`src/rtl/hvc_supply_seq.sv`:
```
// HVC pad-domain power sequencer: debounces pad power-good, then orders clamp and core-switch enables.
// Optional macro HVC_SEQ_FAULT_LATCH_EN latches brown-outs in a FAULT state until CLR_FAULT.
module hvc_supply_seq #(
  parameter int DEB_CYCLES    = 16,
  parameter int SETTLE_CYCLES = 64,
  parameter int CNT_W         = 8
) (
  input  logic       CLK,
  input  logic       RESET,
  input  logic       ENABLE,
  input  logic       PWRGOOD_PAD,
  input  logic       CLR_FAULT,
  output logic       CLAMP_EN,
  output logic       CORE_SW_EN,
  output logic       READY,
  output logic       FAULT,
  output logic [2:0] STATE,
  output logic [7:0] BROWNOUT_CNT
);

  typedef enum logic [2:0] {
    S_OFF      = 3'd0,
    S_DEBOUNCE = 3'd1,
    S_RAMP     = 3'd2,
    S_READY    = 3'd3,
    S_SHUTDOWN = 3'd4,
    S_FAULT    = 3'd5
  } state_t;

  localparam logic [CNT_W-1:0] DEB_LAST    = CNT_W'(DEB_CYCLES - 1);
  localparam logic [CNT_W-1:0] SETTLE_LAST = CNT_W'(SETTLE_CYCLES - 1);

  logic             pg_meta_p0;
  logic             pg_s;
  state_t           state_q;
  state_t           state_d;
  logic [CNT_W-1:0] cnt_q;
  logic [CNT_W-1:0] cnt_d;
  logic             brownout;

  // Stage p0/p1: two-flop synchronizer for the asynchronous pad power-good
  always_ff @(posedge CLK) begin
    if (RESET) begin
      pg_meta_p0 <= 1'b0;
      pg_s       <= 1'b0;
    end else begin
      pg_meta_p0 <= PWRGOOD_PAD;
      pg_s       <= pg_meta_p0;
    end
  end

  always_comb begin
    state_d  = state_q;
    cnt_d    = cnt_q + 1'b1;
    brownout = 1'b0;
    case (state_q)
      S_OFF: begin
        cnt_d = '0;
        if (ENABLE && pg_s) state_d = S_DEBOUNCE;
      end
      S_DEBOUNCE: begin
        if (!pg_s || !ENABLE)     state_d = S_OFF;
        else if (cnt_q == DEB_LAST) state_d = S_RAMP;
      end
      S_RAMP: begin
        if (!pg_s)                     brownout = 1'b1;
        else if (!ENABLE)              state_d  = S_SHUTDOWN;
        else if (cnt_q == SETTLE_LAST) state_d  = S_READY;
      end
      S_READY: begin
        cnt_d = '0;
        if (!pg_s)        brownout = 1'b1;
        else if (!ENABLE) state_d  = S_SHUTDOWN;
      end
      S_SHUTDOWN: begin
        if (cnt_q == SETTLE_LAST) state_d = S_OFF;
      end
      S_FAULT: begin
        cnt_d = '0;
`ifdef HVC_SEQ_FAULT_LATCH_EN
        if (CLR_FAULT) state_d = S_OFF;
`else
        state_d = S_OFF;
`endif
      end
      default: begin
        cnt_d   = '0;
        state_d = S_OFF;
      end
    endcase
    if (brownout) begin
`ifdef HVC_SEQ_FAULT_LATCH_EN
      state_d = S_FAULT;
`else
      state_d = S_OFF;
`endif
    end
    // Counter restarts on every transition so each state times from zero
    if (state_d != state_q) cnt_d = '0;
  end

  // Stage p2: state and Moore outputs registered from the next state
  always_ff @(posedge CLK) begin
    if (RESET) begin
      state_q      <= S_OFF;
      cnt_q        <= '0;
      CLAMP_EN     <= 1'b0;
      CORE_SW_EN   <= 1'b0;
      READY        <= 1'b0;
      BROWNOUT_CNT <= 8'd0;
    end else begin
      state_q    <= state_d;
      cnt_q      <= cnt_d;
      CLAMP_EN   <= (state_d == S_RAMP) || (state_d == S_READY) || (state_d == S_SHUTDOWN);
      CORE_SW_EN <= (state_d == S_READY);
      READY      <= (state_d == S_READY);
      if (brownout && (BROWNOUT_CNT != 8'hFF)) BROWNOUT_CNT <= BROWNOUT_CNT + 8'd1;
    end
  end

  assign STATE = state_q;

`ifdef HVC_SEQ_FAULT_LATCH_EN
  logic fault_q;

  always_ff @(posedge CLK) begin
    if (RESET) fault_q <= 1'b0;
    else       fault_q <= (state_d == S_FAULT);
  end

  assign FAULT = fault_q;
`else
  logic unused_clr_fault;

  assign unused_clr_fault = CLR_FAULT;
  assign FAULT            = 1'b0;
`endif

endmodule
```
`config.mk`:
```
export PLATFORM = sky130hd
export DESIGN_NAME = hvc_supply_seq
export DESIGN_NICKNAME = d
export VERILOG_FILES = /design/src/rtl/hvc_supply_seq.sv
export SDC_FILE = /design/constraint.sdc
export NUM_CORES = 1
export LEC_CHECK = 0
export BUFFER_PORTS_ARGS = -buffer_cell sky130_fd_sc_hd__buf_2
export CAP_MARGIN = 10
export CORE_MARGIN = 5
export CORE_UTILIZATION = 57
export CTS_CLUSTER_DIAMETER = 150
export CTS_CLUSTER_SIZE = 24
export DETAILED_ROUTE_END_ITERATION = 8
export HOLD_SLACK_MARGIN = 0.02
export MAX_ROUTING_LAYER = met4
export PLACE_DENSITY = 0.81
export SYNTH_ARGS = -nofsm -noshare
export SYNTH_HDL_FRONTEND = slang
export SYNTH_SLANG_ARGS = --single-unit
export TNS_END_PERCENT = 5
```
`constraint.sdc`:
```
create_clock -name CLK -period 3.4 [get_ports CLK]
set_input_delay 0.17 -clock CLK [delete_from_list [all_inputs] [get_ports CLK]]
set_output_delay 0.17 -clock CLK [all_outputs]
set_load 0.01 [all_outputs]
```
# [Word-level counts from Yosys, hierarchy flattened]
# Index checks and enable logic that the tools add are counted.
[totals] register_bits=23 output_inout_bits=15
[op_classes] addsub=2 n_eq_ne=11 mux=13 bitwise_logic=1 reduce_logical=11
[ops] op="3-bit 2-to-1 mux" n=10
[ops] op="8-bit by 1-bit adder with 8-bit output (second input constant)" n=2
[ops] op="3-bit case mux with 5 select lines" n=1
[ops] op="3-bit by 2-bit equality test with 1-bit output (second input constant)" n=4
[ops] op="8-bit by 4-bit equality test with 1-bit output (second input constant)" n=1
[ops] op="8-bit by 6-bit equality test with 1-bit output (second input constant)" n=1
[ops] op="8-bit != test (second input constant)" n=1
[ops] op="3-bit equality test (second input constant)" n=2
[ops] op="3-bit OR reduction" n=2
[ops] op="3-bit by 1-bit equality test with 1-bit output (second input constant)" n=1
[ops] op="3-bit zero test" n=1
[ops] op="1-bit logical OR" n=3
[ops] op="3-bit != test" n=1
[ops] op="1-bit logical AND" n=2
[ops] op="1-bit zero test" n=2
[ops] op="1-bit 2-to-1 mux" n=2
[ops] op="2-bit OR reduction" n=1
[ops] op="1-bit NOT" n=1

# [Logic depth before layout (Yosys ltp)]
# Gate-level depths: netlist of the first run.
[depth] ltp_word=9 mapped_depth=6 ltp_nobuf=6

# [Worst setup path after synthesis of the first run]
# No wires, ideal clock.
[synth_path] path_kind="flip-flop to flip-flop" start="register cnt_q[0]" end="register cnt_q[2]" arrival_time_ps=1632 required_ps=3275 slack_ps=1643 path_stages_with_launch=7 n_path_buf=0 path_cell_list="dfxtp_1 -> ha_1 -> nand4bb_2 -> o41a_1 -> o211a_1 -> o2111ai_4 -> nor2_1"
[synth_via] elab_chain_cells=8 elab_cells_between_ends=13 classes_between="add/sub (1); eq/ne (3); mux (8); reduce/logical (1)"
[synth_rtl] element="start, declared" line_no="37" text="logic [CNT_W-1:0] cnt_q;"
[synth_rtl] element="start signal, assigned" line_no="113" text="cnt_q <= cnt_d;"
[synth_rtl] element="8-bit by 6-bit equality test with 1-bit output" line_no="68, 76"
[synth_rtl] element="3-bit 2-to-1 mux" line_no="68" text="else if (cnt_q == SETTLE_LAST) state_d = S_READY;"
[synth_rtl] element="3-bit 2-to-1 mux" line_no="67" text="else if (!ENABLE) state_d = S_SHUTDOWN;"
[synth_rtl] element="3-bit 2-to-1 mux" line_no="66" text="if (!pg_s) brownout = 1'b1;"
[synth_rtl] element="3-bit case mux with 5 select lines" line_no="56" text="case (state_q)"
[synth_rtl] element="3-bit 2-to-1 mux" line_no="91" text="if (brownout) begin"
[synth_rtl] element="3-bit != test" line_no="99" text="if (state_d != state_q) cnt_d = '0;"
[synth_rtl] element="3-bit OR reduction (no line)"
# Parallel ways exist; a longest one is shown, timed or not.
# A chain may end at the register's enable or synchronous reset.

# [Worst setup path after layout of the first run]
[layout_path] start="register cnt_q[0]" end="register cnt_q[3]"
# Same word-level chain as after synthesis.

==> metrics.md, run 1 <==
| Metric | Value |
|---|---|
| Final WL | `2030 µm` |
| Worst-margin pin slew | `0.586 ns` |
| Synth Cell Area | `about 0.0011 mm²` |
| Worst Skew | `0.00402 ns` |
| Starting Density | `0.585` |
| R2R cell count | `6` |
| Fraction of layout cells with a size suffix above 1 | `0.190` |
| Antenna violations before repair | `0` |
| Clk sinks | `23` |
| Hold path startpoint | `PWRGOOD_PAD` |
| Syn Nets | `~130` |
| DR vias/cell | `5.30` |
| Maximum VDD drop | `approximately 210 µV` |
| Final Hold Viols | `0` |
| Via count | `~900` |
| H-tree Lvls | `1` |
| Arrival time worst endpoint | `2.15 ns` |
| Buffers on Ports | `17` |
| Synth Warn # | `0` |
| Synth Instances | `125` |
| HPWL after detailed placement | `between 1500 and 2000 µm` |
| Clock tree buffer depth | `2` |
| R2R setup slack | `1.44 ns` |
| NumNets Final | `150` |
| Placed cell count | `165` |
| Rel. slew slack | `0.607` |
| CTS root buffer | `clkbuf_4` |
| Cts repair resizes | `0` |
| Initial DRC Count | `12` |
| Element type at the critical path end | `flop` |
| Global route overflow | `0` |
| Final min period | `1.96 ns` |
| PD cells | `328 mW/mm²` |
| Sequential-to-total area share from yosys stat | `0.414` |
| Leakage Power | `0.000488 µW` |
| RePlAce Congestion | `0.878` |
| Reg-to-Reg End | `cnt_q[3]$_SDFF_PP0_` |
| #FFs+latches synth | `23` |
| CTS tree | `built` |
| Clk_lat worst skew | `0.30 ns` |
| Min-Delay Endpoint | `pg_meta_p0$_SDFF_PP0_` |
| Final core occ | `0.650` |
| Overall routing resource usage | `0.163` |
| Netlist cell types | `33` |
| Fin crit share | `0.575` |
| Status | `completed` |
| Finish-stage setup viols | `0` |
| RSZ-0062 raised after global routing | `no` |
| First-pass GRT wire length | `3480 µm` |
| Max-cap violations | `0` |
| Die X | `54.2 µm` |
| WP data required | `around 3.6 ns` |
| Core area | `0.00190 mm²` |
| RR Startpoint | `cnt_q[0]$_SDFF_PP0_` |
| Fin cells | `between 150 and 200` |
| CTS clk-pin slew, worst paths | `0.12 ns` |
| Routed Antenna Nets | `0` |
| Num ports | `20` |
| Largest net degree at the start of global routing | `14` |
| Inserted Clock Buffers | `3` |
| Vias in the first global route | `849` |
| Routed wire length per instance | `~12 µm` |
| Antenna diode count | `0` |
| Crit path kind | `reg2reg` |
| Slew Viols, Final | `0` |
| Setup TNS Final | `0 ns` |
| Hold Path Cell Cnt | `2` |
| Worst-path fanout max | `8` |
| Pre-Repair DR Iteration Count | `4` |
| Avg Cell Area, Syn | `8.90 µm²` |
| Die area | `a little under 0.003 mm²` |
| Postcts setup bufs | `0` |
| DRC viols | `0` |
| F_max | `0.511 GHz` |
| Worst Hold Class | `in2reg` |
| Die H | `between 50 and 60 µm` |
| CP startpoint kind | `flop` |
| Synth-to-Final Area Change | `11.1%` |
| Hold_buf cts | `0` |
| Num rows | `16` |
==> placed cells by master, fill, tap and decap left out, types with 3 or more instances in the layout <==
master,instances
nand3_1,6
nor3_1,5
o21ai_0,3
nand2_1,7
nor2_1,22
clkbuf_4,3
nand2b_1,5
inv_1,4
buf_2,17
xnor2_1,6
nor2b_1,5
dfxtp_1,23
xor2_1,6
a21oi_1,4
==> power breakdown <==
group	switching, µW	internal, µW	total (µW)	leakage, µW
combinational	6.93	4.05	11.0	0.000285
clock	78.0	43.8	122	0.0000177
sequential	1.76	271	273	0.000186
total	86.7	319	405	0.000488
==> worst max-delay path by stage <==
stage,start,to,cells after the start
finish,cnt_q[0]$_SDFF_PP0_,cnt_q[3]$_SDFF_PP0_,6
global route,cnt_q[0]$_SDFF_PP0_,cnt_q[5]$_SDFF_PP0_,6
CTS,cnt_q[0]$_SDFF_PP0_,cnt_q[3]$_SDFF_PP0_,6
detailed placement,cnt_q[0]$_SDFF_PP0_,cnt_q[3]$_SDFF_PP0_,6
global placement,cnt_q[0]$_SDFF_PP0_,cnt_q[6]$_SDFF_PP0_,6
floorplan,cnt_q[0]$_SDFF_PP0_,cnt_q[2]$_SDFF_PP0_,6
==> stage by stage <==
step                setup slack, ns  cell area [µm²]  total power, µW  hold slack [ns]
detailed placement             1.44             1210              290            0.392
floorplan                      1.64             1110              286            0.242
global route                   1.29             1240              422           0.0976
global placement               1.53             1210              289            0.377
finish                         1.44             1240              405           0.0701
CTS                            1.41             1240              412           0.0664
==> final cells by class <==
type	count	area [µm²]
clock buffer	3	22.5
clock inverter	1	5.00
fill	162	666
inverter	4	15.0
multi-input combinational	94	614
sequential	23	460
tap	27	33.8
timing repair buffer	17	85.1
==> registers in the layout, indices dropped and copies added, names as in the netlist <==
| name | flops |
|---|---|
| pg_s | 1 |
| cnt_q | 8 |
| pg_meta_p0 | 1 |
| STATE | 3 |
| READY | 1 |
| CLAMP_EN | 1 |
| BROWNOUT_CNT | 8 |
==> routing by layer <==
metal,vias to the layer above,part of all wire,track usage
met3,2,0.052,0.0332
li1,462,-,-
met2,19,0.49,0.285
met1,412,0.45,0.181
met4,0,0.0069,0.0581
met5,-,0,-
==> kinds of logic after synthesis <==
group	count (synthesis)	synth area share
AND/OR/NAND/NOR	61	0.288
adder cells (fa/ha/maj)	2	0.0225
other	1	0.00337
XOR/XNOR	12	0.0945
AO/OA/AOI/OAI	18	0.144
buffers and inverters	8	0.0337
flip-flops	23	0.414
==> cells in the mapped netlist, drive strengths merged <==
cell     instances  area, µm²
o32ai            1       8.76
ha               2       25.0
dfxtp           23        460
a311oi           2       23.8
and4             1       8.76
nor2            22       82.6
conb             1       3.75
nor3             5       25.0
or3              1       6.26
a21oi            4       20.0
clkbuf           2       7.51
nand2b           5       31.3
o21ai            3       15.0
and4bb           2       25.0
nand4            2       12.5
xnor2            6       52.6
a311o            1       10.0
a22oi            1       7.51
buf              2       15.0
nor2b            5       31.3
inv              4       15.0
o2111ai          1       26.3
o41a             1       11.3
nand4bb          1       16.3
xor2             6       52.6
and2             2       12.5
o21ba            1       10.0
and3             2       12.5
nand3            6       30.0
o21a             1       7.51
o211a            2       20.0
nand2            7       26.3
==> critical path: stages, from the launching register on <==
cell and delay (ns):
dfxtp_1 0.39, ha_1 0.25, nand4bb_2 0.17, o41a_1 0.42
o211a_1 0.25, o2111ai_4 0.28, nor2_1 0.09
Power figures use the tool's default switching activity.
==> run 2: changes to the inputs <==
--- a/config.mk
+++ b/config.mk
@@ -8,13 +8,13 @@
 export BUFFER_PORTS_ARGS = -buffer_cell sky130_fd_sc_hd__buf_2
 export CAP_MARGIN = 10
 export CORE_MARGIN = 5
-export CORE_UTILIZATION = 57
+export CORE_UTILIZATION = 48
 export CTS_CLUSTER_DIAMETER = 150
 export CTS_CLUSTER_SIZE = 24
 export DETAILED_ROUTE_END_ITERATION = 8
 export HOLD_SLACK_MARGIN = 0.02
 export MAX_ROUTING_LAYER = met4
-export PLACE_DENSITY = 0.81
+export PLACE_DENSITY = 0.73
 export SYNTH_ARGS = -nofsm -noshare
 export SYNTH_HDL_FRONTEND = slang
 export SYNTH_SLANG_ARGS = --single-unit
==> constraint.sdc (replaced) <==
create_clock -name CLK -period 1.7 [get_ports CLK]
set_input_delay 0.085 -clock CLK [delete_from_list [all_inputs] [get_ports CLK]]
set_output_delay 0.085 -clock CLK [all_outputs]
set_load 0.01 [all_outputs]
==> metrics.md, run 2 (same netlist as run 1, synthesis figures left out) <==
| Metric | Value |
|---|---|
| Clk_lat worst skew | `0.30 ns (about the same)` |
| Worst Hold Class | `in2reg` |
| Die area | `0.00338 mm² (+15%)` |
| RSZ-0062 raised after global routing | `yes` |
| First-pass GRT wire length | `4040 µm (+16%)` |
| Max-cap violations | `0 (unchanged)` |
| Global route overflow | `0 (unchanged)` |
| HPWL after detailed placement | `1700 µm (+8.7%)` |
| Largest delay share family, worst path | `simple AND/OR/NAND/NOR gates` |
| Die H | `58.1 µm (+7.3%)` |
| CP startpoint kind | `flop` |
| Grt met1 use | `0.177 (-0.00412)` |
| Failing checks | `negative setup slack` |
| Most frequent cells in the layout | `21 x dfxtp_1, 21 x nor2_1, 17 x buf_2` |
| Element type at the critical path end | `flop` |
| FF+latch area | `463 µm² (+0.54%)` |
| DR vias/cell | `5.15 (-2.8%)` |
| Met3 Use GR | `0.0290 (-0.00429)` |
| Num ports | `20 (unchanged)` |
| CTS clk-pin slew, worst paths | `0.13 ns (about the same)` |
| Post-place setup slack | `-0.0518 ns (-1.49 ns)` |
| Placed cell count | `178 (+7.9%)` |
| Via count | `942 (+5.3%)` |
| Largest net degree at the start of global routing | `14 (unchanged)` |
| Leakage Power | `0.000555 µW (+14%)` |
| Largest stage delay, worst path | `0.43 ns (about the same)` |
| Final Hold Viols | `0 (unchanged)` |
| Final core occ | `0.625 (-0.0250)` |
| Fin cells | `183 (+8.3%)` |
| Pre-Repair DR Iteration Count | `4 (unchanged)` |
| PD cells | `591 mW/mm² (+80%)` |
| Fin crit share | `1.02 (+0.443)` |
| Worst Skew | `0.00973 ns (+0.00572 ns)` |
| Buffers on Ports | `17 (unchanged)` |
| Final min period | `1.73 ns (-0.225 ns)` |
| Num rows | `17 (+1)` |
| Overall routing resource usage | `0.154 (-0.00896)` |
| Buf/Inv on CP | `0 (unchanged)` |
| Starting Density | `0.503 (-0.0820)` |
| Clk sinks | `23 (unchanged)` |
| Finish-stage setup viols | `2 (+2)` |
| Clock tree buffer depth | `2 (unchanged)` |
| Cell at the slowest stage of the critical path | `a311o_1` |
| CP cell instances | `ha_1 > and2_1 > a311o_1 > or3_1 > a21oi_1` |
| Worst-path fanout max | `6 (-2)` |
| Vias in the first global route | `936 (+10%)` |
| H-tree Lvls | `1 (unchanged)` |
| CTS root buffer | `clkbuf_4` |
| RePlAce Congestion | `0.794 (-9.5%)` |
| Status | `finished with violations` |
| Initial DRC Count | `13 (+1)` |
| Crit path kind | `reg2reg` |
| Maximum VDD drop | `403 µV (+96%)` |
| Antenna violations before repair | `0 (unchanged)` |
| Min setup slack post-route | `-0.0304 ns (-1.47 ns)` |
| Core area | `0.00221 mm² (+16%)` |
| Inserted Clock Buffers | `3 (unchanged)` |
| Met2 GRT Util | `0.273 (-0.0123)` |
| Gr busiest metal | `met2` |
| Slew Viols, Final | `0 (unchanged)` |
| CTS tree | `built` |
| Routed wire length per instance | `12.1 µm (+0.96%)` |
| NumNets Final | `163 (+8.7%)` |
| Multi-input gate area | `658 µm² (+7.1%)` |
| DRC viols | `0 (unchanged)` |
| Fraction of layout cells with a size suffix above 1 | `0.290 (+0.100)` |
| Antenna diode count | `0 (unchanged)` |
| Synth-to-Final Area Change | `24.3%` |
| Arrival time worst endpoint | `1.97 ns (-0.18 ns)` |
| Fillcell total | `205 (+27%)` |
| WP data required | `1.94 ns (-1.66 ns)` |
| F_max | `0.578 GHz (+13%)` |
| Routed Antenna Nets | `0 (unchanged)` |
| Final WL | `2220 µm (+9.3%)` |
| Die X | `58.1 µm (+7.3%)` |
==> run 2: changes by cell type in the layout (fill, tap and decap cells not counted), moves of 2 or more <==
cell | previous run | this run
nor3_1 | 5 | 3
dfxtp_1 | 23 | 21
nor3_2 | 0 | 2
dfxtp_2 | 0 | 2
buf_4 | 0 | 12
==> run 2: cell type report <==
class | instances | share of cell area
Multi-Input combinational cell | 94 | 0.476
Clock buffer | 4 | 0.0190
Sequential cell | 23 | 0.335
Tap cell | 28 | 0.0253
Inverter | 4 | 0.0109
Timing Repair Buffer | 30 | 0.134
==> run 2: power breakdown <==
part | switching, µW | total, µW | internal (µW)
Clock | 156 | 247 | 91.2
Sequential | 2.34 | 544 | 542
Combinational | 15.6 | 26.1 | 10.5
Total | 174 | 817 | 643
==> run 2: metrics by stage <==
stage	power [µW]	area (µm²)	TNS, ns	hold slack (ns)
after detailed placement	580	1320	-0.344	0.321
after global placement	579	1320	-0.0443	0.294
after floorplan	573	1140	0	0.157
final	817	1380	-0.0323	0.109
after CTS	825	1360	-0.0288	0.114
after global routing	864	1380	-0.819	0.0962
==> run 2: layer usage <==
| metal | vias to the layer above | share of wire |
|---|---|---|
| li1 | 491 | - |
| met1 | 438 | 0.46 |
| met2 | 11 | 0.50 |
| met3 | 2 | 0.036 |
| met4 | 0 | 0.0072 |
| met5 | - | 0 |
==> run 2: path summary, 6_finish.rpt <==
| kind | start | to | slack (ns) | cells after the start |
|---|---|---|---|---|
| max reg2reg | BROWNOUT_CNT[0]$_SDFFE_PP0P_ | BROWNOUT_CNT[3]$_SDFFE_PP0P_ | -0.03 | 5 |
| min | RESET | BROWNOUT_CNT[1]$_SDFFE_PP0P_ | 0.11 | 2 |
| max | BROWNOUT_CNT[0]$_SDFFE_PP0P_ | BROWNOUT_CNT[3]$_SDFFE_PP0P_ | -0.03 | 5 |
| min reg2reg | pg_meta_p0$_SDFF_PP0_ | pg_s$_SDFF_PP0_ | 0.45 | 1 |
==> run 2: timing repair <==
| item | in CTS | in global routing |
|---|---|---|
| hold endpoints to repair | 1 | 0 |
| hold buffers | 1 | 0 |
| setup buffers | 0 | 0 |
| pin swaps | 2 | 2 |
| resized for setup | 2 | 4 |
| endpoints found under the setup margin | 8 | 11 |
==> run 3: changes to the inputs <==
--- a/config.mk
+++ b/config.mk
@@ -5,16 +5,17 @@
 export SDC_FILE = /design/constraint.sdc
 export NUM_CORES = 1
 export LEC_CHECK = 0
+export ABC_AREA = 1
 export BUFFER_PORTS_ARGS = -buffer_cell sky130_fd_sc_hd__buf_2
 export CAP_MARGIN = 10
 export CORE_MARGIN = 5
-export CORE_UTILIZATION = 48
+export CORE_UTILIZATION = 49
 export CTS_CLUSTER_DIAMETER = 150
 export CTS_CLUSTER_SIZE = 24
 export DETAILED_ROUTE_END_ITERATION = 8
 export HOLD_SLACK_MARGIN = 0.02
 export MAX_ROUTING_LAYER = met4
-export PLACE_DENSITY = 0.73
+export PLACE_DENSITY = 0.74
 export SYNTH_ARGS = -nofsm -noshare
 export SYNTH_HDL_FRONTEND = slang
 export SYNTH_SLANG_ARGS = --single-unit
==> metrics.md, run 3 <==
| Metric | Value |
|---|---|
| Synth Warn # | `0 (unchanged)` |
| H-tree Lvls | `1 (unchanged)` |
| Grt met1 use | `0.185 (+0.00815)` |
| Clk_lat worst skew | `0.30 ns (about the same)` |
| Global route overflow | `0 (unchanged)` |
| Largest stage delay, worst path | `0.36 ns (-0.07 ns)` |
| Worst-path fanout max | `7 (+1)` |
| Worst Skew | `0.00458 ns (-0.00516 ns)` |
| Avg Cell Area, Syn | `7.13 µm² (-20%)` |
| Most frequent cells in the layout | `33 x nand2_1, 23 x inv_1, 21 x nor2_1` |
| Die H | `59.3 µm (+2.0%)` |
| Via count | `1023 (+8.6%)` |
| Area leader, netlist | `dfxtp_1` |
| Clk sinks | `23 (unchanged)` |
| Buffers on Ports | `17 (unchanged)` |
| Met3 Use GR | `0.0196 (-0.00935)` |
| Netlist cell types | `26 (-21%)` |
| Initial DRC Count | `51 (+38)` |
| RePlAce Congestion | `0.911 (+15%)` |
| #FFs+latches synth | `23 (unchanged)` |
| Ys flop type | `dfxtp_1` |
| R2R setup slack | `0.14 ns (+0.17 ns)` |
| Cell at the slowest stage of the critical path | `dfxtp_1` |
| DR vias/cell | `4.69 (-8.8%)` |
| Final Hold Viols | `0 (unchanged)` |
| Final Hold Slack | `0.224 ns (+0.115 ns)` |
| Num rows | `17 (unchanged)` |
| Leading cell type in the layout, fill and taps excluded | `nand2_1` |
| Placed cell count | `211 (+19%)` |
| DRC viols | `0 (unchanged)` |
| Synth Cell Area | `0.00119 mm² (+7.1%)` |
| Fin cells | `218 (+19%)` |
| Maximum VDD drop | `480 µV (+19%)` |
| PD cells | `583 mW/mm² (-1.3%)` |
| Vias in the first global route | `898 (-4.1%)` |
| Fin crit share | `0.916 (-0.102)` |
| Syn Nets | `174 (+32%)` |
| Antenna diode count | `0 (unchanged)` |
| CP startpoint kind | `flop` |
| Overall routing resource usage | `0.137 (-0.0172)` |
| Routed Antenna Nets | `0 (unchanged)` |
| R2R cell count | `9 (+4)` |
| Post-Synth Simple-Gate Area | `0.374 (+0.0860)` |
| Top cell by count, worst path | `nand3_1` |
| Area share of the largest cell type after synthesis | `0.387 (-0.0274)` |
| Setup crit start | `BROWNOUT_CNT[0]$_SDFFE_PP0P_` |
| Num ports | `20 (unchanged)` |
| Core area | `0.00228 mm² (+2.9%)` |
| Final WL | `2170 µm (-2.2%)` |
| Crit path kind | `reg2reg` |
| Slew Viols, Final | `0 (unchanged)` |
| Synth Instances | `167 (+34%)` |
| Pre-Repair DR Iteration Count | `4 (unchanged)` |
| HPWL after detailed placement | `1660 µm (-2.6%)` |
| Synth cell count leaders | `33 x nand2_1, 23 x dfxtp_1, 23 x inv_1` |
| Clock tree buffer depth | `2 (unchanged)` |
| Finish-stage setup viols | `0 (-2)` |
| CP cell instances | `ha_1 > nand3_1 > nor2_1 > a21oi_4 > inv_2 > nor2_4 > nand3_1 > o21ai_1 > a21oi_1` |
| CTS clk-pin slew, worst paths | `0.12 ns (about the same)` |
| F_max | `0.642 GHz (+11%)` |
| Reg-to-Reg End | `BROWNOUT_CNT[7]$_SDFFE_PP0P_` |
| Fraction of layout cells with a size suffix above 1 | `0.279 (-0.0114)` |
| Synth-to-Final Area Change | `17.2%` |
| Gr busiest metal | `met2` |
| Final core occ | `0.614 (-0.0115)` |
| Min setup slack post-route | `0.143 ns (+0.174 ns)` |
| Starting Density | `0.523 (+0.0205)` |
| Met2 GRT Util | `0.206 (-0.0667)` |
| NumNets Final | `198 (+21%)` |
| Postcts setup bufs | `0 (unchanged)` |
| CTS tree | `built` |
| Synth area leaders | `dfxtp_1 39%, nand2_1 10%, inv_1 7.2%` |
| Leakage Power | `0.000626 µW (+13%)` |
| Status | `completed` |
| Element type at the critical path end | `flop` |
| Worst Hold Class | `in2reg` |
| Inserted Clock Buffers | `3 (unchanged)` |
| First-pass GRT wire length | `3660 µm (-9.2%)` |
| Count leader, synth | `nand2_1` |
| CTS root buffer | `clkbuf_4` |
| Die X | `59.3 µm (+2.0%)` |
| Final std cell area, no fill | `0.00140 mm² (+1.0%)` |
| Ys async rst share | `0 (unchanged)` |
| Multiplexer area fraction after synthesis | `0 (unchanged)` |
| Arrival time worst endpoint | `1.76 ns (-0.21 ns)` |
| End of the critical path | `BROWNOUT_CNT[7]$_SDFFE_PP0P_` |
| Final min period | `1.56 ns (-0.174 ns)` |
| Die area | `0.00352 mm² (+4.0%)` |
| Largest family of logic cells by synthesized area | `simple AND/OR/NAND/NOR gates` |
| Max-cap violations | `0 (unchanged)` |
| EDFF count, synth | `0 (unchanged)` |
| Post-place setup slack | `0.0666 ns (+0.118 ns)` |
| Synth Area in XOR/XNOR | `0.0441 (-0.0504)` |
| Placed inst area | `0.00130 mm² (-1.5%)` |
| Post-synthesis adder-cell area fraction | `0.0210 (-0.00149)` |
| RSZ-0062 raised after global routing | `yes` |
| Largest net degree at the start of global routing | `14 (unchanged)` |
| RR Startpoint | `BROWNOUT_CNT[0]$_SDFFE_PP0P_` |
| Compound-gate portion of the synthesized area | `0.0735 (-0.0705)` |
| Sequential-to-total area share from yosys stat | `0.387 (-0.0274)` |
| WP data required | `1.91 ns (-0.03 ns)` |
| Routed wire length per instance | `9.94 µm (-18%)` |
| Antenna violations before repair | `0 (unchanged)` |
-- run 3: changes by cell type after synthesis, sizes merged, moves of 3 or more --
cell,before,now
nand2,7,36
inv,4,26
nor2,22,35
nand3,6,16
nand2b,5,0
nor2b,5,0
xnor2,6,1
o21ai,3,7
a21oi,4,7
nor3,5,2
-- run 3: metrics by stage --
step                      total power, µW  setup TNS [ns]
after floorplan                       573               0
final                                 814               0
after detailed placement              582               0
after global placement                581               0
after global routing                  855        -0.00413
after CTS                             828               0
-- run 3: cells by family (layout without fill, tap and decap cells) --
kind of cell / Yosys count / count (layout)
buffers and inverters: 29 / 52
other: 1 / 1
AOI/OAI and AO/OA: 15 / 15
xor gates and xnor gates: 6 / 6
adders and majority gates: 2 / 2
and+or+nand+nor: 91 / 91
DFF: 23 / 23
-- run 3: layer usage --
| metal | share of wire | vias to the layer above |
|---|---|---|
| met5 | 0 | - |
| met4 | 0.0055 | 0 |
| met3 | 0.035 | 2 |
| met2 | 0.48 | 15 |
| met1 | 0.48 | 446 |
| li1 | - | 560 |
-- run 3: worst max-delay path: cells and delay by family, from the launching register on --
kind / cells / cell delay [ns]
fa+ha+maj: 1 / 0.24
compound gates: 3 / 0.38
flops: 1 / 0.36
simple gates: 4 / 0.41
buf+inv: 1 / 0.08
-- run 3: layout make-up --
cell class / count / area (µm²)
fill: 206 / 880
sequential: 23 / 465
tap: 28 / 35.0
timing repair buffer: 21 / 123
multi-input combinational: 115 / 644
clock buffer: 3 / 22.5
inverter: 27 / 101
clock inverter: 1 / 5.00
-- run 3: worst min-delay path by stage --
| stage | from | to | slack (ns) | cells past startpoint |
|---|---|---|---|---|
| final | ENABLE | STATE[0]$_SDFF_PP0_ | 0.22 | 5 |
| after global routing | ENABLE | STATE[0]$_SDFF_PP0_ | 0.23 | 5 |
| after CTS | ENABLE | STATE[0]$_SDFF_PP0_ | 0.22 | 5 |
| after detailed placement | PWRGOOD_PAD | pg_meta_p0$_SDFF_PP0_ | 0.30 | 3 |
| after global placement | PWRGOOD_PAD | pg_meta_p0$_SDFF_PP0_ | 0.29 | 3 |
| after floorplan | RESET | pg_meta_p0$_SDFF_PP0_ | 0.16 | 1 |
-- run 3: repair_timing --
item                                   4_1_cts  5_1_grt
resized for setup                            0        9
endpoints found under the hold margin        5        0
hold buffers                                 3        0
setup endpoints to repair                    0       11
-- run 3: report_power, final --
part | internal (µW) | switching, µW | leakage, µW | total, µW
sequential | 542 | 2.13 | 0.000188 | 544
combinational | 13.5 | 18.2 | 0.000421 | 31.7
clock | 87.6 | 151 | 0.0000177 | 239
